## src/rtl/switch_debouncer_if.sv

```systemverilog
// Switch-side bundle: raw pins in, debounced level and event pulses out.
// sw_fall exists only when SWITCH_DEBOUNCER_FALL_PULSE_EN is defined.
interface switch_debouncer_if #(
  parameter int N_SW = 4
);

  logic [N_SW-1:0] sw_raw;
  logic [N_SW-1:0] sw_level;
  logic [N_SW-1:0] sw_rise;
  logic            sw_change;
`ifdef SWITCH_DEBOUNCER_FALL_PULSE_EN
  logic [N_SW-1:0] sw_fall;
`endif

`ifdef SWITCH_DEBOUNCER_FALL_PULSE_EN
  modport master (
    output sw_raw,
    input  sw_level,
    input  sw_rise,
    input  sw_change,
    input  sw_fall
  );

  modport slave (
    input  sw_raw,
    output sw_level,
    output sw_rise,
    output sw_change,
    output sw_fall
  );
`else
  modport master (
    output sw_raw,
    input  sw_level,
    input  sw_rise,
    input  sw_change
  );

  modport slave (
    input  sw_raw,
    output sw_level,
    output sw_rise,
    output sw_change
  );
`endif

endinterface

```

## src/rtl/switch_debouncer.sv

```systemverilog
// Per-channel 2-flop synchronizer, stability counter and debounced level with edge pulses.
// Optional falling-edge pulses are enabled by defining SWITCH_DEBOUNCER_FALL_PULSE_EN.
module switch_debouncer #(
  parameter int N_SW            = 4,
  parameter int DEBOUNCE_CYCLES = 500000
) (
  input  logic            clk_50,
  input  logic            rst_n,
  switch_debouncer_if.slave sw
);

  localparam int             CW = $clog2(DEBOUNCE_CYCLES + 1);
  localparam logic [CW-1:0]  TC = CW'(DEBOUNCE_CYCLES - 1);

  logic [N_SW-1:0] sync1;
  logic [N_SW-1:0] sync2;
  logic [N_SW-1:0] level_q;
  logic [N_SW-1:0] rise_q;
  logic            change_q;
  logic [CW-1:0]   cnt_q [N_SW];
  logic [N_SW-1:0] differ;
  logic [N_SW-1:0] accept;
`ifdef SWITCH_DEBOUNCER_FALL_PULSE_EN
  logic [N_SW-1:0] fall_q;
`endif

  always_ff @(posedge clk_50 or negedge rst_n) begin
    if (!rst_n) begin
      sync1 <= '0;
      sync2 <= '0;
    end else begin
      sync1 <= sw.sw_raw;
      sync2 <= sync1;
    end
  end

  // A channel is accepted once it has disagreed with the level for DEBOUNCE_CYCLES cycles.
  always_comb begin
    differ = '0;
    accept = '0;
    for (int i = 0; i < N_SW; i++) begin
      differ[i] = sync2[i] != level_q[i];
      accept[i] = differ[i] && (cnt_q[i] == TC);
    end
  end

  always_ff @(posedge clk_50 or negedge rst_n) begin
    if (!rst_n) begin
      for (int i = 0; i < N_SW; i++) begin
        cnt_q[i] <= '0;
      end
    end else begin
      for (int i = 0; i < N_SW; i++) begin
        if (!differ[i] || accept[i]) begin
          cnt_q[i] <= '0;
        end else begin
          cnt_q[i] <= cnt_q[i] + CW'(1);
        end
      end
    end
  end

  // Accepted channels always disagree with the level, so an update is a bit flip.
  always_ff @(posedge clk_50 or negedge rst_n) begin
    if (!rst_n) begin
      level_q  <= '0;
      rise_q   <= '0;
      change_q <= 1'b0;
    end else begin
      level_q  <= level_q ^ accept;
      rise_q   <= accept & sync2;
      change_q <= |accept;
    end
  end

`ifdef SWITCH_DEBOUNCER_FALL_PULSE_EN
  always_ff @(posedge clk_50 or negedge rst_n) begin
    if (!rst_n) begin
      fall_q <= '0;
    end else begin
      fall_q <= accept & ~sync2;
    end
  end

  assign sw.sw_fall = fall_q;
`endif

  assign sw.sw_level  = level_q;
  assign sw.sw_rise   = rise_q;
  assign sw.sw_change = change_q;

endmodule

```

## src/flat_wrapper.sv

```systemverilog
// flat-port wrapper written by rule: the top's interface ports become plain ports
module switch_debouncer_flat 
#(
  parameter int N_SW            = 4,
  parameter int DEBOUNCE_CYCLES = 500000
)
  (clk_50, rst_n, sw_sw_raw, sw_sw_level, sw_sw_rise, sw_sw_change);
  switch_debouncer_if #(.N_SW(N_SW)) sw_i ();
  input  logic clk_50;
  input  logic rst_n;
  input wire logic [$bits(sw_i.sw_raw)-1:0] sw_sw_raw;
  output wire logic [$bits(sw_i.sw_level)-1:0] sw_sw_level;
  output wire logic [$bits(sw_i.sw_rise)-1:0] sw_sw_rise;
  output wire logic [$bits(sw_i.sw_change)-1:0] sw_sw_change;
  assign sw_i.sw_raw = sw_sw_raw;
  assign sw_sw_level = sw_i.sw_level;
  assign sw_sw_rise = sw_i.sw_rise;
  assign sw_sw_change = sw_i.sw_change;
  switch_debouncer #(.N_SW(N_SW), .DEBOUNCE_CYCLES(DEBOUNCE_CYCLES)) u_core (.clk_50(clk_50), .rst_n(rst_n), .sw(sw_i));
endmodule
```

## config.mk

```make
export PLATFORM = sky130hd
export DESIGN_NAME = switch_debouncer_flat
export DESIGN_NICKNAME = d
export VERILOG_FILES = /design/src/rtl/switch_debouncer_if.sv /design/src/rtl/switch_debouncer.sv /design/src/flat_wrapper.sv
export SDC_FILE = /design/constraint.sdc
export NUM_CORES = 1
export LEC_CHECK = 0
export ABC_AREA = 1
export CORE_MARGIN = 5
export CORE_UTILIZATION = 25
export DETAILED_ROUTE_END_ITERATION = 10
export GPL_TIMING_DRIVEN = 0
export MAX_ROUTING_LAYER = met4
export SETUP_SLACK_MARGIN = 0.3
export SLEW_MARGIN = 20
export SYNTH_ARGS = -nofsm -noshare
export SYNTH_HDL_FRONTEND = slang
export SYNTH_SLANG_ARGS = --single-unit
```

## constraint.sdc

```tcl
create_clock -name clk_50 -period 3.75 [get_ports clk_50]
set_clock_uncertainty 0.15 [all_clocks]
set_input_delay 0.75 -clock clk_50 [delete_from_list [all_inputs] [get_ports clk_50]]
set_output_delay 0.75 -clock clk_50 [all_outputs]
set_load 0.01 [all_outputs]
```

==> results of run 1 <==
## kinds of logic after synthesis
| kind of cell | count (synthesis) | synth area share (%) |
|---|---|---|
| adder cells (fa/ha/maj) | 4 | 1.00 |
| XOR/XNOR | 35 | 6.15 |
| flip-flops | 93 | 46.7 |
| buffers and inverters | 89 | 7.20 |
| AND/OR/NAND/NOR | 425 | 36.7 |
| AO/OA/AOI/OAI | 20 | 2.23 |
## final cells by class
cell class                      count  area share (%)
Clock inverter                      7            1.43
Timing Repair Buffer               15            2.92
Buffer                              5           0.756
Multi-Input combinational cell    484            39.7
Clock buffer                        9            3.89
Sequential cell                    93            40.2
Tap cell                          265            5.72
Inverter                           84            5.44
## where the power goes
group	total, µW	internal [µW]	switching (µW)	leakage, µW
Sequential	1030	1020	9.95	0.00127
Clock	962	528	434	0.000145
Combinational	73.3	23.8	49.5	0.00106
Total	2060	1570	493	0.00248
## stage by stage
| stage | cells | utilization [%] | TNS (ns) | hold slack [ns] |
|---|---|---|---|---|
| 2_1_floorplan | 666 | - | 0 | 0.181 |
| 3_3_place_gp | 945 | 28.0 | -176.43 | 0.182 |
| 3_5_place_dp | 946 | 28.1 | 0 | 0.187 |
| 4_1_cts | 962 | 29.7 | 0 | 0.0994 |
| 5_1_grt | 962 | 29.7 | 0 | 0.115 |
| 6_report | 962 | 29.7 | 0 | 0.101 |
## how the worst max path moves through the flow
stage | cells after the start | endpoint | slack, ns | start
after floorplan | 7 | u_core.cnt_q[35]$_DFF_PN0_ | 2.23 | u_core.cnt_q[19]$_DFF_PN0_
after global placement | 1 | async pin | -1.91 | rst_n
after detailed placement | 1 | sw_sw_level[2] | 1.88 | register
after CTS | 1 | sw_sw_level[2] | 1.48 | register
after global routing | 1 | sw_sw_level[1] | 1.45 | register
final | 1 | sw_sw_level[2] | 1.53 | register
## registers in the layout (all words and copies together) (netlist names), named ones only
name                 cells
u_core.cnt_q            76
u_core.sync1             4
u_core.sync2             4
u_core.sw.sw_rise        4
u_core.sw.sw_change      1
## metal layers
metal  global-route usage [%]  wire length, µm  up-vias
met5                        -                0        -
met4                     3.26              147        0
met3                     2.69              378       14
met2                     15.6             4750       51
met1                     13.6             5270     1842
li1                         -                -     2116
## Yosys cell counts
| cell | count |
|---|---|
| nand2_2 | 7 |
| nand3_2 | 3 |
| dfrtp_1 | 93 |
| xor2_1 | 23 |
| nor3b_1 | 1 |
| nand4_1 | 8 |
| nand2_4 | 1 |
| ha_1 | 4 |
| buf_6 | 3 |
| xnor2_1 | 12 |
| nor2_4 | 7 |
| nor2_1 | 165 |
| nand3_1 | 46 |
| nand2_1 | 149 |
| a21oi_1 | 9 |
| buf_2 | 2 |
| a31oi_1 | 1 |
| nor3_1 | 30 |
| and2_1 | 1 |
| inv_1 | 84 |
| nand3b_1 | 1 |
| o21bai_1 | 4 |
| nor2_2 | 6 |
| o21ai_0 | 6 |
==> out/summary.txt, run 1 <==
Inserted Diodes: 0
fmax: 450 MHz
CTS root buffer: clkbuf_16
Worst VDD drop: 0.000235 V
H-tree levels: 3
dpl ws: 1.88 ns
Hold Buf Count CTS: 0
top post-synthesis cells by area: dfrtp_1, nor2_1, nand2_1
RePlAce Congestion: 0.899
Skew-Pair Late Insertion Delay: 0.35 ns
final instance area: 5790 µm²
area taken by multi-input logic gates: 2300 µm²
post-layout min period: 2.22 ns
CP required: 2.85 ns
R2R Path Start: u_core.cnt_q[19]$_DFF_PN0_
slack of the worst reg-to-reg path: 1.97 ns
Crit path max-delay family: buffers and inverters
synth unique cells: 24
Critical path buffers and inverters: 1
Post-Synthesis Cells: 666
final setup margin: 1.53 ns
Fillers: 2153
Seq/Total Area, Yosys: 46.7%
Worst Setup Start Kind: register
CTS tree: built
leakage: 0.00248 µW
CP peak stage delay: 0.57 ns
Worst Setup End Kind: output pin
register area: 2330 µm²
total grt overflow: 0
crit path max fanout: 4
Pre-antenna DRT Iters: 4
Crit path arrival time: 1.32 ns
DIE WIDTH: 151 µm
Max-slew headroom: 71.8%
Synthesis Warnings: 0
DP Area: 5490 µm²
Detail Route Antenna Nets: 0
NumNets Final: 702
drc violations: 0
synthesized cell area: 4990 µm²
first-pass GRT wire length: 18400 µm
post-synth top area cell: dfrtp_1
Longest Clk Path Bufs: 2
commonest non-fill, non-tap cell in the layout: nor2_1
layout cells sized above 1: 6.74%
Crit Path Category: reg -> out
1st-iter DRT viols: 272
total power: 2060 µW
syn_nets: 676
Hold Crit Class: in -> async
Area Growth Syn to Fin: 16.2%
Setup Viol. Count Final: 0
Die ar.: 22900 µm²
MaxCap Viol Count: 0
Final Hold Viols: 0
status: complete, no violations
routed len/inst: 11.0 µm
Post-CTS Repair Setup Buffers: 0
vias in the first global route: 3903
Max Transition Viols Final: 0
vias per cell: 4.18
r2r worst-path depth: 7
share of the synthesized area in the top cell type: 46.7%
Starting Density: 25.5%
post-cts gate resize count: 0
vias after detailed routing: 4023
most frequent cells in the layout: nor2_1, nand2_1, dfrtp_1, inv_1, nand3_1
largest net degree at the start of global routing: 67
Mapped Avg Cell Area: 7.49 µm²
dpl hpwl: 7840 µm
slowest CP cell: clkdlybuf4s50_1
Worst-path clk slew: 0.08 ns
reg2reg end: u_core.cnt_q[32]$_DFF_PN0_
Yosys reg bits: 93
cell row count: 51
crit-path cells: clkdlybuf4s50_1
unrepaired setup endpoints after global routing: no
CTS Buf Count: 9
IO Count: 15
core footprint: 19500 µm²
GRT Util Overall: 10.4%
clock sinks: 93
fin crit share: 59.3%
die height: 151 µm
Tightest Pin Transition: 0.420 ns
Routed Wire Length: 10500 µm
Cell Pwr Density: 356 nW/µm²
initial antenna violation count: 0
PortBufs: 14
Note: power is estimated with default switching activity, not from simulation.
==> inputs of run 2 (changes only) <==
Clock period 3.75 ns to 2.2 ns, I/O delays scaled along.
==> run 2 against run 1 <==
Flip-flop and latch count unchanged. Global-route usage is essentially flat. Routed wire length up 0.23%. First-iteration DRC count down 9.2%. Design area rose by 0.39%. Sequential share of layout area down 0.16 points. Count of clock-buffer cells in the layout unchanged.
==> out/summary.txt, run 2 (synthesized netlist as in run 1, its figures left out) <==
total grt overflow: 0
DIE WIDTH: 151 µm
CP required: 1.61 ns
Tightest Pin Transition: 0.421 ns
CTS Buf Count: 9
Biggest register: u_core.cnt_q
Hold Crit Class: reg -> reg
M3 GR Usage: 2.66%
fin crit share: 84.3%
M1 GR Usage: 13.7%
Routed Wire Length: 10600 µm
CTS tree: built
Max-slew headroom: 71.7%
Logic pwr share: 3.6%
Max Transition Viols Final: 0
Skew-Pair Late Insertion Delay: 0.36 ns
dpl hpwl: 7840 µm
layout cells sized above 1: 6.73%
core footprint: 19500 µm²
MaxCap Viol Count: 0
Worst Setup End Kind: output pin
Post-CTS Repair Setup Buffers: 0
HP Start: u_core.sync1[2]$_DFF_PN0_
crit path max fanout: 1
GRT Util Overall: 10.4%
Worst-path clk slew: 0.07 ns
Largest register FFs: 76
total power: 3520 µW
unrepaired setup endpoints after global routing: no
Starting Density: 25.5%
Cell Pwr Density: 606 nW/µm²
H-tree levels: 3
final non-filler cell total: 963
Fillers: 2147
Inserted Diodes: 0
R2R Path Start: u_core.cnt_q[19]$_DFF_PN0_
Sw Share: 24.1%
Crit path arrival time: 1.26 ns
Psw: 849 µW
vias in the first global route: 3903
Area Growth Syn to Fin: 16.7%
dpl ws: 0.398 ns
IO Count: 15
Placed Cells: 946
vias per cell: 4.21
leakage: 0.00250 µW
1st-iter DRT viols: 247
clock network fraction of total power: 46.7%
Pre-antenna DRT Iters: 5
post-layout min period: 1.85 ns
Pint: 2680 µW
PortBufs: 14
M2 GR Usage: 15.6%
die height: 151 µm
Setup Viol. Count Final: 0
Critical Path Source: u_core.sw.sw_rise[0]$_DFF_PN0_
most frequent cells in the layout: nor2_1, nand2_1, dfrtp_1, inv_1, nand3_1
first-pass GRT wire length: 18400 µm
slowest CP cell: clkdlybuf4s50_1
Seq pwr share: 49.6%
CTS root buffer: clkbuf_16
largest net degree at the start of global routing: 67
initial antenna violation count: 0
fmax: 539 MHz
global-route layer with the greatest usage: met2
cell row count: 51
status: complete, no violations
Crit path max-delay family: buffers and inverters
RePlAce Congestion: 0.899
final setup margin: 0.346 ns
Critical path buffers and inverters: 1
Worst Setup Start Kind: register
Final Hold Viols: 0
CP peak stage delay: 0.57 ns
Crit Path Category: reg -> out
vias after detailed routing: 4058
NumNets Final: 703
Die ar.: 22900 µm²
Detail Route Antenna Nets: 0
crit-path cells: clkdlybuf4s50_1
Longest Clk Path Bufs: 2
commonest non-fill, non-tap cell in the layout: nor2_1
Worst VDD drop: 0.000411 V
routed len/inst: 11.0 µm
drc violations: 0
clock sinks: 93
[run 2: area by class of cell]
cell class	count	area, µm²	area share (%)
plain buffers	5	43.8	0.753
clock buffers	9	225	3.87
inverters	84	315	5.42
clock inverters	7	82.6	1.42
repair buffers	16	174	2.99
flip-flops and latches	93	2330	40.0
well taps	265	332	5.70
multi-input cells	484	2320	39.8
[run 2: path summary, 6_finish.rpt]
check	end	slack [ns]	cells after the start
setup / recovery	sw_sw_rise[0]	0.35	1
min in group asynchronous	u_core.cnt_q[49]$_DFF_PN0_	0.36	2
hold reg to reg	u_core.sync2[2]$_DFF_PN0_	0.20	0
hold / removal	u_core.sync2[2]$_DFF_PN0_	0.20	0
max in group asynchronous	u_core.cnt_q[18]$_DFF_PN0_	0.92	3
setup reg to reg	u_core.cnt_q[32]$_DFF_PN0_	0.44	7
[run 2: power by group through the flow]
| stage | clock network, µW | logic (µW) | registers, µW |
|---|---|---|---|
| after floorplan | 0 | 61.4 | 1780 |
| after global placement | 0 | 124 | 1780 |
| after detailed placement | 0 | 131 | 1780 |
| after CTS | 1700 | 133 | 1750 |
| after global routing | 1760 | 150 | 1750 |
| final | 1650 | 128 | 1750 |
[run 2: repair_timing]
item	in CTS	in global routing
hold endpoints to repair	27	0
gates resized for setup	4	3
endpoints found under the setup margin	4	20
cloned	0	0
hold buffers	1	0
[run 2: per-layer routing]
metal	vias up	wire length (µm)
met5	-	0
met4	0	136
met1	1872	5240
met3	12	450
li1	2116	-
met2	58	4740
[run 2: per-stage QoR]
step	setup TNS, ns	util (%)	area (µm²)	hold WS, ns
finish	0	29.8	5820	0.202
global route	0	29.8	5820	0.220
CTS	0	29.7	5800	0.204
detailed placement	0	28.1	5490	0.179
global placement	-291.75	28.0	5460	0.182
floorplan	0	-	4990	-0.00559
